$ cat config.mk
export PLATFORM = sky130hd
export DESIGN_NAME = param_fifo
export DESIGN_NICKNAME = d
export VERILOG_FILES = /design/src/rtl/param_fifo.sv
export SDC_FILE = /design/constraint.sdc
export NUM_CORES = 1
export LEC_CHECK = 0
export BUFFER_PORTS_ARGS = -buffer_cell sky130_fd_sc_hd__buf_2
export CAP_MARGIN = 5
export CORE_MARGIN = 4
export CORE_UTILIZATION = 56
export CTS_CLUSTER_SIZE = 28
export DETAILED_ROUTE_END_ITERATION = 6
export GPL_TIMING_DRIVEN = 0
export PLACE_DENSITY = 0.75
export SLEW_MARGIN = 30
export SYNTH_ARGS = -nofsm -noshare
export SYNTH_HDL_FRONTEND = slang
export SYNTH_SLANG_ARGS = --single-unit
$ cat constraint.sdc
create_clock -name clk -period 4.2 [get_ports clk]
set_input_delay 0.63 -clock clk [delete_from_list [all_inputs] [get_ports clk]]
set_output_delay 0.63 -clock clk [all_outputs]
set_load 0.1 [all_outputs]
$ cat src/rtl/param_fifo.sv
// Single-clock synchronous FIFO with registered read, occupancy count,
// almost-full/empty thresholds and sticky overflow/underflow flags.
module param_fifo #(
    parameter int DATA_WIDTH   = 12,
    parameter int DEPTH        = 8,
    parameter int ALMOST_FULL  = 6,
    parameter int ALMOST_EMPTY = 1
) (
    input  logic                      clk,
    input  logic                      reset,
    input  logic                      push,
    input  logic [DATA_WIDTH-1:0]     data_in,
    input  logic                      pop,
    input  logic                      err_clr,
    output logic [DATA_WIDTH-1:0]     data_out,
    output logic                      data_valid,
    output logic                      full,
    output logic                      empty,
    output logic                      almost_full,
    output logic                      almost_empty,
    output logic [$clog2(DEPTH):0]    count,
    output logic                      overflow,
    output logic                      underflow
);

    localparam int AW = $clog2(DEPTH);
    localparam logic [AW:0] DEPTH_LVL = (AW+1)'(DEPTH);
    localparam logic [AW:0] AF_LVL    = (AW+1)'(ALMOST_FULL);
    localparam logic [AW:0] AE_LVL    = (AW+1)'(ALMOST_EMPTY);

    logic [DATA_WIDTH-1:0] mem [DEPTH];

    logic [AW-1:0]         wr_ptr_reg;
    logic [AW-1:0]         rd_ptr_reg;
    logic [AW:0]           count_reg;
    logic [AW:0]           count_next;
    logic [DATA_WIDTH-1:0] data_out_reg;
    logic                  data_valid_reg;
    logic                  overflow_reg;
    logic                  underflow_reg;

    logic pop_ok;
    logic push_ok;

    // A pop frees a slot in the same cycle, so a full FIFO can still accept a push alongside it.
    assign pop_ok  = pop & ~empty;
    assign push_ok = push & (~full | pop_ok);

    always_comb begin
        count_next = count_reg;
        case ({push_ok, pop_ok})
            2'b10:   count_next = count_reg + 1'b1;
            2'b01:   count_next = count_reg - 1'b1;
            default: count_next = count_reg;
        endcase
    end

    // Storage has no reset so it maps onto plain distributed/block memory.
    always_ff @(posedge clk) begin
        if (push_ok) begin
            mem[wr_ptr_reg] <= data_in;
        end
    end

    always_ff @(posedge clk or posedge reset) begin
        if (reset) begin
            wr_ptr_reg     <= '0;
            rd_ptr_reg     <= '0;
            count_reg      <= '0;
            data_out_reg   <= '0;
            data_valid_reg <= 1'b0;
            overflow_reg   <= 1'b0;
            underflow_reg  <= 1'b0;
        end else begin
            if (push_ok) begin
                wr_ptr_reg <= wr_ptr_reg + 1'b1;
            end
            if (pop_ok) begin
                rd_ptr_reg   <= rd_ptr_reg + 1'b1;
                data_out_reg <= mem[rd_ptr_reg];
            end
            data_valid_reg <= pop_ok;
            count_reg      <= count_next;

            // A new error in the same cycle as err_clr keeps the flag set.
            if (push && !push_ok) begin
                overflow_reg <= 1'b1;
            end else if (err_clr) begin
                overflow_reg <= 1'b0;
            end
            if (pop && !pop_ok) begin
                underflow_reg <= 1'b1;
            end else if (err_clr) begin
                underflow_reg <= 1'b0;
            end
        end
    end

    assign data_out     = data_out_reg;
    assign data_valid   = data_valid_reg;
    assign count        = count_reg;
    assign overflow     = overflow_reg;
    assign underflow    = underflow_reg;
    assign full         = (count_reg == DEPTH_LVL);
    assign empty        = (count_reg == '0);
    assign almost_full  = (count_reg >= AF_LVL);
    assign almost_empty = (count_reg <= AE_LVL);

endmodule
# Word-level counts from Yosys, hierarchy flattened
# Memories as Yosys holds them, arrays and structs flattened. A register that Yosys moved wholly into a read port is not among the register bits.
# Index checks and enable logic that the tools add are counted.
# W data, S select, Z words.
dict set report op_classes {
  addsub 4
  mux 6
  eq_ne 3
  n_lt_le_gt_ge 2
  bitwise_logic 5
  n_reduce_logical 8
}
# operator count
set op_table {}
lappend op_table {{$pmux W4 S2} 1}
lappend op_table {{$add A3 B1 Y3 const B} 2}
lappend op_table {{$reduce_bool A2 Y1} 3}
lappend op_table {{$mux W1} 5}
lappend op_table {{$add A4 B1 Y4 const B} 1}
lappend op_table {{$eq A4 B4 Y1 const B} 1}
lappend op_table {{$ge A4 B3 Y1 const B} 1}
lappend op_table {{$le A4 B1 Y1 const B} 1}
lappend op_table {{$logic_not A4 Y1} 1}
lappend op_table {{$sub A4 B1 Y4 const B} 1}
lappend op_table {{$and A1 B1 Y1} 2}
lappend op_table {{$eq A2 B1 Y1 const B} 1}
lappend op_table {{$eq A2 B2 Y1 const B} 1}
lappend op_table {{$logic_and A1 B1 Y1} 2}
lappend op_table {{$logic_not A1 Y1} 2}
lappend op_table {{$not A1 Y1} 2}
lappend op_table {{$or A1 B1 Y1} 1}
dict set report word_totals {
  n_memories 1
  ramBits 96
  in_bits 17
  ff_bits 13
}
# memory words width read_ports rd_ports_with_merged_regs write_ports line_no
set memory_table {}
lappend memory_table {mem 8 12 1 1 1 31} ;# logic [DATA_WIDTH-1:0] mem [DEPTH];

# Longest topological paths before layout
dict set report depth {
  ltp_word 8
  depth_mapped 8
}

# Worst setup path after synthesis
# No wires, ideal clock.
dict set report synth_timing {
  path_type {register to output}
  startpoint {register count_reg[0] (netlist: count[0])}
  endpoint {output port almost_empty}
  path_buffers 0
  t_arrival_ns 3.304
  setup_slack_ns 0.266
  path_stages_with_launch 4
  cell_sequence {dfrtp_1 > ha_1 > nor2_1 > nor3_1}
}
dict set report synth_between {
  elab_chain_len 1
}
# item line_no
set synth_lines {}
lappend synth_lines {{from (decl)} 35} ;# logic [AW:0] count_reg;
lappend synth_lines {{from (signal assigned)} 83} ;# count_reg <= count_next;
lappend synth_lines {{$le A4 B1 Y1} 107} ;# assign almost_empty = (count_reg <= AE_LVL);
lappend synth_lines {{to (decl)} 20} ;# output logic almost_empty,
# No other way between the ends.

# Worst setup path in the final report
dict set report layout_timing {
  startpoint {register count_reg[0] (netlist: count[0])}
  endpoint {output port empty}
}
dict set report layout_between {
  elab_chain_len 1
}
# item line_no
set layout_lines {}
lappend layout_lines {{$logic_not A4 Y1} 105} ;# assign empty = (count_reg == '0);
lappend layout_lines {{to (decl)} 18} ;# output logic empty,
# No other way between the ends.

==> metrics.md <==
| Metric | Value |
|---|---|
| Syn Area/Cell | 15.3 sq um |
| Ys async rst share | 0.207 |
| Unrepaired setup endpoints after global routing | false |
| Syn Inst Count | 319 |
| Synthesized flop and latch total | 121 |
| Slew HR | 0.420 |
| # nets final | 402 |
| CP arrival | 2210 ps |
| GRT overflow | 0 |
| Detail Route Antenna Nets | 0 |
| Int Power | 3.03 mW |
| Drt drc | 0 |
| Setup tns final | 0 ps |
| Tmin final | 2840 ps |
| CTS tree | done |
| Post-synth top flop | edfxtp_1 |
| Final hold vios | 0 |
| Yosys cell types | 32 |
| Initial Util | 0.584 |
| Layout cell share with drive strength beyond 1 | 0.230 |
| WS Path Type | flop to primary output |
| Part of the Yosys area used for sequential elements | 0.720 |
| Final GP Congestion | 0.743 |
| Register Area | 3510 sq um |
| PortBufs | 38 |
| Yosys top cell area share | 0.592 |
| Static Leak | 2.34 nW |
| Ys Warns | 0 |
| Die area | 10,300 sq um |
| Status | finished clean |
| Combinational fraction of design power | 0.373 |
| CTS max path bufs | 2 |
| Maximum VDD drop | 0.754 mV |
| Core ar. | 8340 sq um |
| Clk pwr share | 0.297 |
| # rows | 33 |
| Post-synth EDFFs | 96 |
| NetSw | 2.05 mW |
| Post-CTS setup buffer count | 0 |
| First-pass GRT wire length | 15.6 mm |
| Total Wirelength | 10.1 mm |
| Power Density | 868 nW/um^2 |
| Multi-input logic area | 1290 sq um |
| Max reg flops | 96 |
| Largest net degree at the start of global routing | 26 |
| Maxcap violations | 0 |
| Clock Skew | 9.51 ps |
| Utilization after layout | 0.702 |
| Netlist area before placement | 4870 sq um |
| CP endpoint kind | primary output |
| Total GRT Usage | 0.213 |
| Critical path required time | 3570 ps |
| 1st-pass router iterations | 5 |
| Drt wl/cell | 20.4 um |
| Fill cells | 546 |
| H-tree depth | 4 |
| Switching share of power | 0.403 |
| Final instance area | 5860 sq um |
| Iter 0 DRT Violations | 165 |
| Worst Slack Setup Final | 1360 ps |
| Reg2Reg Launch Point | count[1] |
| Clock slew at reported path FFs | 60 ps |
| Initial antenna violation count | 0 |
| Max FO, Critical Path | 6 |
| Startpoint Class | flop |
| Via Count | 2,837 |
| Slew @ Worst Pin | 868 ps |
| CTS root buf | clkbuf_8 |
| Most frequent cells after synthesis | 96 x edfxtp_1, 50 x mux2i_1, 38 x nand2_1 |
| Resize count post-CTS | 0 |
| Part of the power in registers | 0.330 |
| DR vias/cell | 5.72 |
| Die width | 101 um |
| Synth Net Count | 343 |
| Fmax | 352 MHz |
| Die Y | 101 um |
| Hold Buf Count CTS | 0 |
| Pre-CTS WS | 1640 ps |
| Crit share post-route | 0.676 |
| Area delta synth->final | 20.2% |
| Clock sinks | 121 |
| Critical Path Start | count[0] |
| Vias in the first global route | 2,843 |
| # diodes | 0 |
| Final setup violation count | 0 |
| Pwr Total | 5.08 mW |
| # IOs | 40 |
| Pins over their slew limit | 0 |
| Min-delay worst type | input port to async pin |
| Synth area leaders | edfxtp_1 59%, dfrtp_1 13%, mux2i_1 10% |
| Clock latency on the worst-skew pair | 510 ps |
| Post-DP HPWL | 6.27 mm |
| CTS buffer count | 17 |
| Most common cell in the netlist | edfxtp_1 |
| Placed Area | 5240 sq um |
| Post-synth top area cell | edfxtp_1 |
worst max-delay path, stage by stage (launching register included):
cell      delay [ps]
dfrtp_1          440
inv_1            160
ha_1             180
or3b_4           430
clkinv_4          80
buf_2            420
layer usage:
metal	routed length, um	global-route usage	vias to the layer above
met5	0	0	-
met3	497	0.0448	14
met4	173	0.0849	0
met1	4420	0.289	1430
met2	5040	0.340	82
li1	-	-	1311
layout by cell type, fill, tap and decap left out, types with 6 or more instances in the layout:
| cell | n |
|---|---|
| clkbuf_1 | 8 |
| xnor2_1 | 6 |
| nor2_2 | 6 |
| a22oi_1 | 24 |
| nand2b_1 | 6 |
| dfrtp_1 | 25 |
| clkbuf_16 | 16 |
| mux2i_1 | 50 |
| nor2_1 | 6 |
| nand3_1 | 12 |
| edfxtp_1 | 96 |
| nand2_1 | 38 |
| buf_2 | 43 |
| ha_1 | 7 |
area by class of cell:
type / count / share of cell area
Timing Repair Buffer: 40 / 0.0350
Multi-Input combinational cell: 177 / 0.221
Clock inverter: 13 / 0.0344
Inverter: 8 / 0.00598
Clock buffer: 19 / 0.0720
Tap cell: 105 / 0.0224
Buffer: 13 / 0.0107
Sequential cell: 121 / 0.599
stage by stage:
stage	cells	hold WS, ps
finish	496	182
global route	496	220
CTS	496	187
detailed placement	464	459
global placement	462	453
floorplan	319	487
kinds of logic after synthesis:
family | synth area share
fa+ha+maj | 0.0180
compound gates | 0.0503
flops | 0.720
mux | 0.103
buf+inv | 0.0200
simple gates | 0.0747
xor+xnor | 0.0144
power by group through the flow:
| stage | combinational, mW | clock, mW | sequential, mW |
|---|---|---|---|
| 2_1_floorplan | 0.882 | 0 | 2.29 |
| 3_3_place_gp | 1.85 | 0 | 1.68 |
| 3_5_place_dp | 1.90 | 0 | 1.70 |
| 4_1_cts | 1.90 | 1.52 | 1.68 |
| 5_1_grt | 2.01 | 1.58 | 1.71 |
| 6_report | 1.89 | 1.51 | 1.68 |
worst paths after layout:
check,slack (ps),endpoint,depth (start not counted)
max reg2reg,1650,mem[0][8],7
min in group clk,390,mem[5][3],1
min reg2reg,470,data_out[10],2
max,1360,empty,5
max in group asynchronous,3630,data_out[8],2
min,180,data_out[1],2
Power figures use the tool's default switching activity.
